===== config.mk =====
export PLATFORM = sky130hd
export DESIGN_NAME = instr_fetch_unit
export DESIGN_NICKNAME = d
export VERILOG_FILES = /design/src/rtl/instr_fetch_unit.sv
export SDC_FILE = /design/constraint.sdc
export NUM_CORES = 1
export LEC_CHECK = 0
export ABC_AREA = 1
export CAP_MARGIN = 0
export CORE_ASPECT_RATIO = 0.9
export CORE_MARGIN = 2
export CORE_UTILIZATION = 55
export CTS_BUF_LIST = sky130_fd_sc_hd__clkbuf_4 sky130_fd_sc_hd__clkbuf_8
export CTS_CLUSTER_SIZE = 14
export DETAILED_ROUTE_END_ITERATION = 6
export PLACE_DENSITY = 0.9
export SLEW_MARGIN = 20
export SYNTH_ARGS = -nofsm -noshare
export SYNTH_HDL_FRONTEND = slang
export SYNTH_SLANG_ARGS = --single-unit

===== constraint.sdc =====
create_clock -name clk -period 3.78 [get_ports clk]
set_input_delay 0.567 -clock clk [delete_from_list [all_inputs] [get_ports clk]]
set_output_delay 0.567 -clock clk [all_outputs]
set_load 0.01 [all_outputs]

===== src/rtl/instr_fetch_unit.sv =====
// Fetch stage: issues word fetches to instruction memory, buffers responses and hands them to decode.
// Define IFU_OPCODE_CHECK_EN to flag unrecognised opcodes on if_illegal; otherwise it is tied low.
module instr_fetch_unit #(
    parameter logic [31:0] RESET_PC   = 32'h0000_0000,
    parameter int          FIFO_DEPTH = 2
) (
    input  logic        clk,
    input  logic        rst_n,
    output logic        imem_req_valid,
    input  logic        imem_req_ready,
    output logic [31:0] imem_req_addr,
    input  logic        imem_rsp_valid,
    input  logic [31:0] imem_rsp_data,
    output logic        if_valid,
    input  logic        if_ready,
    output logic [31:0] if_pc,
    output logic [31:0] if_instr,
    output logic        if_illegal,
    input  logic        redirect_valid,
    input  logic [31:0] redirect_pc
);
    localparam int PTR_W = (FIFO_DEPTH > 1) ? $clog2(FIFO_DEPTH) : 1;
    localparam int CNT_W = PTR_W + 1;
    localparam logic [CNT_W:0] DEPTH_LIM = (CNT_W + 1)'(FIFO_DEPTH);

    typedef enum logic [1:0] {BOOT, FETCH, DRAIN} state_t;

    state_t           state;
    logic [31:0]      fetch_pc;
    logic [31:0]      rsp_pc;
    logic [31:0]      redirect_target;
    logic [CNT_W-1:0] outstanding;
    logic [CNT_W-1:0] outstanding_nxt;
    logic [CNT_W-1:0] fifo_count;
    logic [CNT_W:0]   in_use;
    logic [PTR_W-1:0] rd_ptr;
    logic [PTR_W-1:0] wr_ptr;
    logic [31:0]      pc_mem    [FIFO_DEPTH];
    logic [31:0]      instr_mem [FIFO_DEPTH];
    logic             req_fire;
    logic             rsp_seen;
    logic             redirect;
    logic             push;
    logic             pop;

    assign redirect_target = redirect_pc & 32'hFFFF_FFFC;
    assign redirect        = redirect_valid && (state != BOOT);
    assign in_use          = {1'b0, outstanding} + {1'b0, fifo_count};

    // Requests stop once every buffer slot is spoken for, so responses can never overflow the FIFO.
    assign imem_req_valid  = (state == FETCH) && (in_use < DEPTH_LIM);
    assign imem_req_addr   = fetch_pc;
    assign req_fire        = imem_req_valid && imem_req_ready;
    assign rsp_seen        = imem_rsp_valid && (outstanding != '0);
    assign push            = rsp_seen && (state == FETCH) && !redirect;

    assign if_valid        = (fifo_count != '0);
    assign pop             = if_valid && if_ready && !redirect;
    assign if_pc           = pc_mem[rd_ptr];
    assign if_instr        = instr_mem[rd_ptr];

    always_comb begin
        outstanding_nxt = outstanding;
        if (req_fire)
            outstanding_nxt = outstanding_nxt + CNT_W'(1);
        if (rsp_seen)
            outstanding_nxt = outstanding_nxt - CNT_W'(1);
    end

    // After a redirect, outstanding doubles as the count of stale responses still to be discarded.
    always_ff @(posedge clk or negedge rst_n) begin
        if (!rst_n) begin
            state       <= BOOT;
            fetch_pc    <= RESET_PC;
            rsp_pc      <= RESET_PC;
            outstanding <= '0;
        end else begin
            case (state)
                BOOT: state <= FETCH;
                FETCH, DRAIN: begin
                    outstanding <= outstanding_nxt;
                    if (redirect) begin
                        fetch_pc <= redirect_target;
                        rsp_pc   <= redirect_target;
                        state    <= (outstanding_nxt != '0) ? DRAIN : FETCH;
                    end else begin
                        if (req_fire)
                            fetch_pc <= fetch_pc + 32'd4;
                        if (push)
                            rsp_pc <= rsp_pc + 32'd4;
                        if ((state == DRAIN) && (outstanding_nxt == '0))
                            state <= FETCH;
                    end
                end
                default: state <= BOOT;
            endcase
        end
    end

    always_ff @(posedge clk or negedge rst_n) begin
        if (!rst_n) begin
            rd_ptr     <= '0;
            wr_ptr     <= '0;
            fifo_count <= '0;
            for (int i = 0; i < FIFO_DEPTH; i++) begin
                pc_mem[i]    <= '0;
                instr_mem[i] <= '0;
            end
        end else if (redirect) begin
            rd_ptr     <= '0;
            wr_ptr     <= '0;
            fifo_count <= '0;
        end else begin
            if (push) begin
                pc_mem[wr_ptr]    <= rsp_pc;
                instr_mem[wr_ptr] <= imem_rsp_data;
                wr_ptr            <= wr_ptr + PTR_W'(1);
            end
            if (pop)
                rd_ptr <= rd_ptr + PTR_W'(1);
            case ({push, pop})
                2'b10:   fifo_count <= fifo_count + CNT_W'(1);
                2'b01:   fifo_count <= fifo_count - CNT_W'(1);
                default: fifo_count <= fifo_count;
            endcase
        end
    end

`ifdef IFU_OPCODE_CHECK_EN
    logic ill_mem [FIFO_DEPTH];
    logic rsp_illegal;

    always_comb begin
        case (imem_rsp_data[6:0])
            7'h03, 7'h13, 7'h17, 7'h23, 7'h33,
            7'h37, 7'h63, 7'h67, 7'h6F, 7'h73: rsp_illegal = 1'b0;
            default:                           rsp_illegal = 1'b1;
        endcase
    end

    // The flag travels with its FIFO entry so it lines up with the presented instruction.
    always_ff @(posedge clk or negedge rst_n) begin
        if (!rst_n) begin
            for (int i = 0; i < FIFO_DEPTH; i++)
                ill_mem[i] <= 1'b0;
        end else if (push) begin
            ill_mem[wr_ptr] <= rsp_illegal;
        end
    end

    assign if_illegal = ill_mem[rd_ptr];
`else
    assign if_illegal = 1'b0;
`endif

endmodule


# After elaboration in Yosys (flattened, before gate mapping)
# Index checks and enable logic that the tools add are counted.
# word_totals
register_bits	200
in_bits	70
output_inout_bits	99
elab_cells	83
# op_classes
add_sub_neg	9
magnitude_cmp	4
n_eq_ne	5
n_mux	26
n_bitwise	3
reduce_logical	25
# ops
operator	count
two-way mux 32 bit	11
bitwise mux 64 bit	2
adder 32 x 3 -> 32 bit (second input constant)	2
demux 32 bit (select 1 bit)	1
nonzero test 2 bit	7
two-way mux 2 bit	6
logical AND 1 bit	10
case mux 2 bit (2 select lines)	2
AND reduction 2 bit	3
adder 2 x 1 -> 2 bit (second input constant)	2
== test 2 x 1 -> 1 bit (second input constant)	2
== test 2 bit (second input constant)	2
>= comparator 2 bit (second input constant)	2
zero test 2 bit	2
two-way mux 1 bit	4
NOT 1 -> 2 bit	2
subtractor 2 x 1 -> 2 bit (second input constant)	2
adder 2 x 2 -> 3 bit	1
less-than comparator 3 x 2 -> 1 bit (second input constant)	1
inequality test 3 bit (second input constant)	1
nonzero test 3 bit	1
adder 1 bit (second input constant)	2
less-than comparator 2 x 1 -> 1 bit (second input constant)	1
OR reduction 2 bit	1
2 further kinds	2

# Longest topological paths before layout
# logic_depth
word_depth	12
depth_mapped	12
ltp_nobuf	12

# Worst setup path before layout
# No wires, ideal clock.
# synth_path
path_type	register to register
startpoint	register fifo_count[0]
endpoint	register fetch_pc[12] (netlist: imem_req_addr[12])
setup_time_ps	82
arrival_time_ps	1814
required_ps	3698
path_slack_ps	1884
stages_incl_launch_ff	12
n_path_buf	1
synth_period_minus_slack_ps	1896
cell_sequence	dfrtp_1 > nand2_1 > inv_1 > fa_1 > nor2_1 > nand3_1 > nand2_1 > nand2_2 > inv_2 > buf_4 > nor2_1 > a31oi_1
# synth_between
elab_chain_cells	6
# synth_lines
element	line	rtl
from (decl)	34	logic [CNT_W-1:0] fifo_count;
from (signal assigned)	122	2'b10: fifo_count <= fifo_count + CNT_W'(1);
from (signal assigned)	123	2'b01: fifo_count <= fifo_count - CNT_W'(1);
from (signal assigned)	124	default: fifo_count <= fifo_count;
adder 2 x 2 -> 3 bit	48	assign in_use = {1'b0, outstanding} + {1'b0, fifo_count};
less-than comparator 3 x 2 -> 1 bit	51	assign imem_req_valid = (state == FETCH) && (in_use < DEPTH_LIM);
logical AND 1 bit	51	
logical AND 1 bit	53	assign req_fire = imem_req_valid && imem_req_ready;
nonzero test 2 bit (no line)	n/a	
AND reduction 2 bit (no line)	n/a	
to (signal assigned)	83	fetch_pc <= redirect_target;
to (signal assigned)	88	fetch_pc <= fetch_pc + 32'd4;
to (decl)	29	logic [31:0] fetch_pc;
# Every way passes these cells.
# A chain may end at the register's enable or synchronous reset.

# Worst setup path in the final report
# layout_path
startpoint	register rd_ptr
endpoint	output if_instr[21]
# layout_between
elab_chain_cells	4
# layout_lines
element	line	rtl
from (decl)	36	logic [PTR_W-1:0] rd_ptr;
from (signal assigned)	120	rd_ptr <= rd_ptr + PTR_W'(1);
NOT 1 -> 2 bit (not written as such)	60	assign if_instr = instr_mem[rd_ptr];
two-way mux 32 bit (not written as such) (3 in series)	60	
to (decl)	17	output logic [31:0] if_instr,
# Every way passes these cells. The select of a mux whose other input is x is not followed.

==> results by stage <==
Status:
- The run finished with clean final reports.

Worst setup path:
- The worst reg-to-reg path cell count is 11.
- In this run the critical register-to-register path is launched from fifo_count[0]$_DFFE_PN0P_.
- The origin of the worst setup path is rd_ptr$_DFFE_PN0P_.
- The endpoint identified for the worst register-to-register timing path is imem_req_addr[5]$_DFFE_PN0P_.
- For the worst setup path, the data arrival time is 2.47 ns.
- The critical path class is flip-flop to output port.
- In this run the worst path has a maximum fanout of 33.
- The type of element capturing the critical path is an output port.
- STA classifies the critical path startpoint as a flip-flop.
- The minimum setup slack among reg-to-reg paths is 0.91 ns.
- The required time of the critical path is 3.21 ns.

Drt:
- The detailed router finished its first iteration with about 900 violations.
- Using the TritonRoute via totals, the vias-per-cell ratio works out to 5.36.
- The post-detailed-routing wire length is 25900 um.
- The per-cell routed wire length is ~14 um.
- The number of vias after detailed routing is 9789.
- The pre-antenna-repair detailed-routing pass consisted of 5 iterations.
- The post-route antenna net violation count is 0.
- The total DRC errors in the routed layout is 0.

GRT:
- The initial antenna violation count is 0.
- The global routing usage summed across all routing layers is 26.6%.
- The first global-routing pass estimated 42800 um of wire.
- The total congestion overflow after global routing is 0.
- The via count of the first global-routing pass is between 8000 and 9000.
- Entering global routing, the biggest net connects 83 pins.

Floorplan:
- The overall die width is around 150 um.
- The core region is 18400 um2.
- The height of the chip is about 130 um.
- The die area is 20000 um2.
- Row generation in the floorplan step produced 47 rows.
- The initial utilization of the core area, before any placement, comes to 56.3%.
- 169 I/O pins were placed.

Timing:
- At the pin with the least slew margin, the transition time is 0.830 ns.
- The worst clock skew is roughly 0.011 ns.
- Setup repair after global routing left no endpoint under its margin.
- The number of failing setup endpoints in the final timing report is 0.
- The final critical-path required period is ~3 ns.
- The total count of max-transition violations in the final report is 0.
- The hold violation count in the final report is 0.
- In this run the tightest slew margin relative to its limit is 44.7%.
- The timing-limited maximum frequency is 0.330 GHz.
- After layout, the worst path uses 80.2% of the clock period.
- After routing, the total negative slack on setup checks comes to 0 ns.

Finish:
- Relative to the synthesized area, the layout overhead comes to 19.7%.
- Summing all non-filler instances in the final layout gives an area of 12400 um2.
- The final-layout fill cell count is 1572.
- The final standard cell count with taps included and fillers excluded is 1827.
- 0 antenna diodes ended up in the layout.
- The number of nets in the finished design is 1648.
- Once layout is complete, the utilization of the core stands at approximately 67%.
- The leading cell type in the layout, fill and taps excluded is nand2_1.
- Leaving out fill and tap cells, the most frequent cells in the layout are nand2_1 (562), dfrtp_1 (191), nor2_1 (163).
- The share of final-layout standard cells stronger than drive strength 1 is 5.69%.

Clock network:
- Clock tree synthesis found a total of 192 sinks.
- At the later pin of the worst-skew pair, clock insertion delay measures between 0.4 and 0.5 ns.
- The root cell of the clock tree is clkbuf_8.
- TritonCTS built the clock tree.
- In this run the number of H-tree levels came out at 4.
- Buffers inserted to repair hold after CTS numbered 0.
- The clock-pin transition on the worst setup and hold timing paths is 0.10 ns.
- The number of buffers between clock root and the deepest sink is 2.
- The quantity of gates resized following cts is 0.
- TritonCTS created 17 clock buffers.
- In this run the post-CTS setup repair buffer count came out at 0.

Power and ir drop:
- In this run switching power makes up 44.8% of total power.
- The sequential share of power is 36.3%.
- The worst vdd rail ir drop is 467 uV.
- Dividing total power by cell area gives a power density of around 850 nW/um2.
- The part of the total power dissipated in the clock network is 11.9%.
- Combinational logic burns 51.8% of the power.
- The cell leakage power is roughly 6.2 nW.
- The internal portion of the total power is 5.81 mW.
- Summed over all nets, the switching power comes to roughly 4.7 mW.

Placed design:
- Including well taps, the total number of placed cells is 1796.
- The post-place instance area is 12000 um2.
- The HPWL after detailed placement is between 15000 and 20000 um.
- The count of buffers added on input and output ports is 161.
- At the end of routability-driven placement, the weighted congestion stood at 0.909.

Yosys:
- The synthesized area is around 10000 um2.
- Counting flops and latches in the post-synthesis netlist gives about 190.
- Summing the sequential cell areas from Yosys gives between 40% and 50% of the chip area.
- The average instance in the mapped netlist occupies 7.19 um2.
- Synthesis handed over a netlist of between 1000 and 1500 instances.
- The netlist uses 43 different library cells.
- The number of synthesis warnings is 0.

Min path:
- The worst hold path class is input pin to async pin.

Flow run:
- Max-cap violations in this run came to 0.
[logic make-up (layout without fill, tap and decap cells)]
group | after synthesis | count (layout) | share of synthesized area [%]
xor gates and xnor gates | 11 | 11 | 0.929
adders and majority gates | 8 | 8 | 1.04
other | 1 | 5 | 0.0362
DFF | 192 | 192 | 46.3
and+or+nand+nor | 809 | 809 | 31.9
buffers and inverters | 186 | 323 | 7.89
AOI/OAI and AO/OA | 234 | 234 | 11.8
[power by group through the flow]
stage | registers, mW | clock network [mW] | logic [mW]
floorplan | 3.69 | 0 | 3.45
global placement | 3.78 | 0 | 5.25
detailed placement | 3.83 | 0 | 5.43
CTS | 3.80 | 1.27 | 5.46
global route | 3.96 | 1.37 | 6.15
finish | 3.83 | 1.26 | 5.46
[routing by layer]
metal / track usage [%] / part of all wire, %
met1: 39.0 / 44
met4: 9.05 / 2.4
met5: 0 / 0
met2: 40.1 / 44
met3: 4.86 / 9.2
[worst max-delay path: stages, from the launching register on]
cell	delay, ns
dfrtp_2	0.41
inv_2	0.44
buf_4	0.42
nand2_1	0.09
nand2_1	0.06
clkdlybuf4s50_1	0.56
[registers in the layout, indices dropped and copies added (netlist names)]
name           flops
state              2
instr_mem         64
pc_mem            60
outstanding        2
wr_ptr             1
rsp_pc            30
imem_req_addr     30
fifo_count         2
rd_ptr             1
[worst max path at each step]
stage,to
after floorplan,imem_req_addr[12]$_DFFE_PN0P_
after global placement,imem_req_addr[5]$_DFFE_PN0P_
after detailed placement,imem_req_addr[5]$_DFFE_PN0P_
after CTS,if_instr[21]
after global routing,if_instr[12]
final,if_instr[21]
[metrics by stage]
| step | power [mW] | setup slack [ns] | hold WS, ns |
|---|---|---|---|
| 2_1_floorplan | 7.14 | 1.88 | 0.271 |
| 3_3_place_gp | 9.03 | 0.919 | 0.465 |
| 3_5_place_dp | 9.26 | 0.936 | 0.473 |
| 4_1_cts | 10.5 | 0.717 | 0.139 |
| 5_1_grt | 11.5 | 0.578 | 0.127 |
| 6_report | 10.5 | 0.747 | 0.105 |
[synthesized netlist by cell type (all sizes together)]
cell,n,area [um2]
o21ai,161,806
nand2,574,2190
nor2,179,751
or2,1,6.26
o211ai,1,7.51
nor3b,1,7.51
ha,7,87.6
xnor2,1,8.76
o21bai,1,7.51
a31oi,11,68.8
nand4,7,43.8
inv,118,443
dfrtp,192,4800
conb,1,3.75
a22oi,9,72.6
clkinv,2,8.75
xor2,10,87.6
a21oi,48,244
nand3b,12,90.1
o21a,1,7.51
nor3,3,26.3
buf,35,240
fa,1,20.0
clkbuf,31,126
o22ai,2,12.5
nand3,32,190
[layout make-up]
cell class / count / area [um2] / share of cell area [%]
multi-input cells: 1067 / 4770 / 38.4
well taps: 245 / 307 / 2.47
flip-flops and latches: 192 / 4810 / 38.7
repair buffers: 172 / 1710 / 13.8
inverters: 120 / 452 / 3.64
clock buffers: 19 / 262 / 2.11
clock inverters: 12 / 103 / 0.827
No activity file was read; power rests on OpenSTA's default activity.
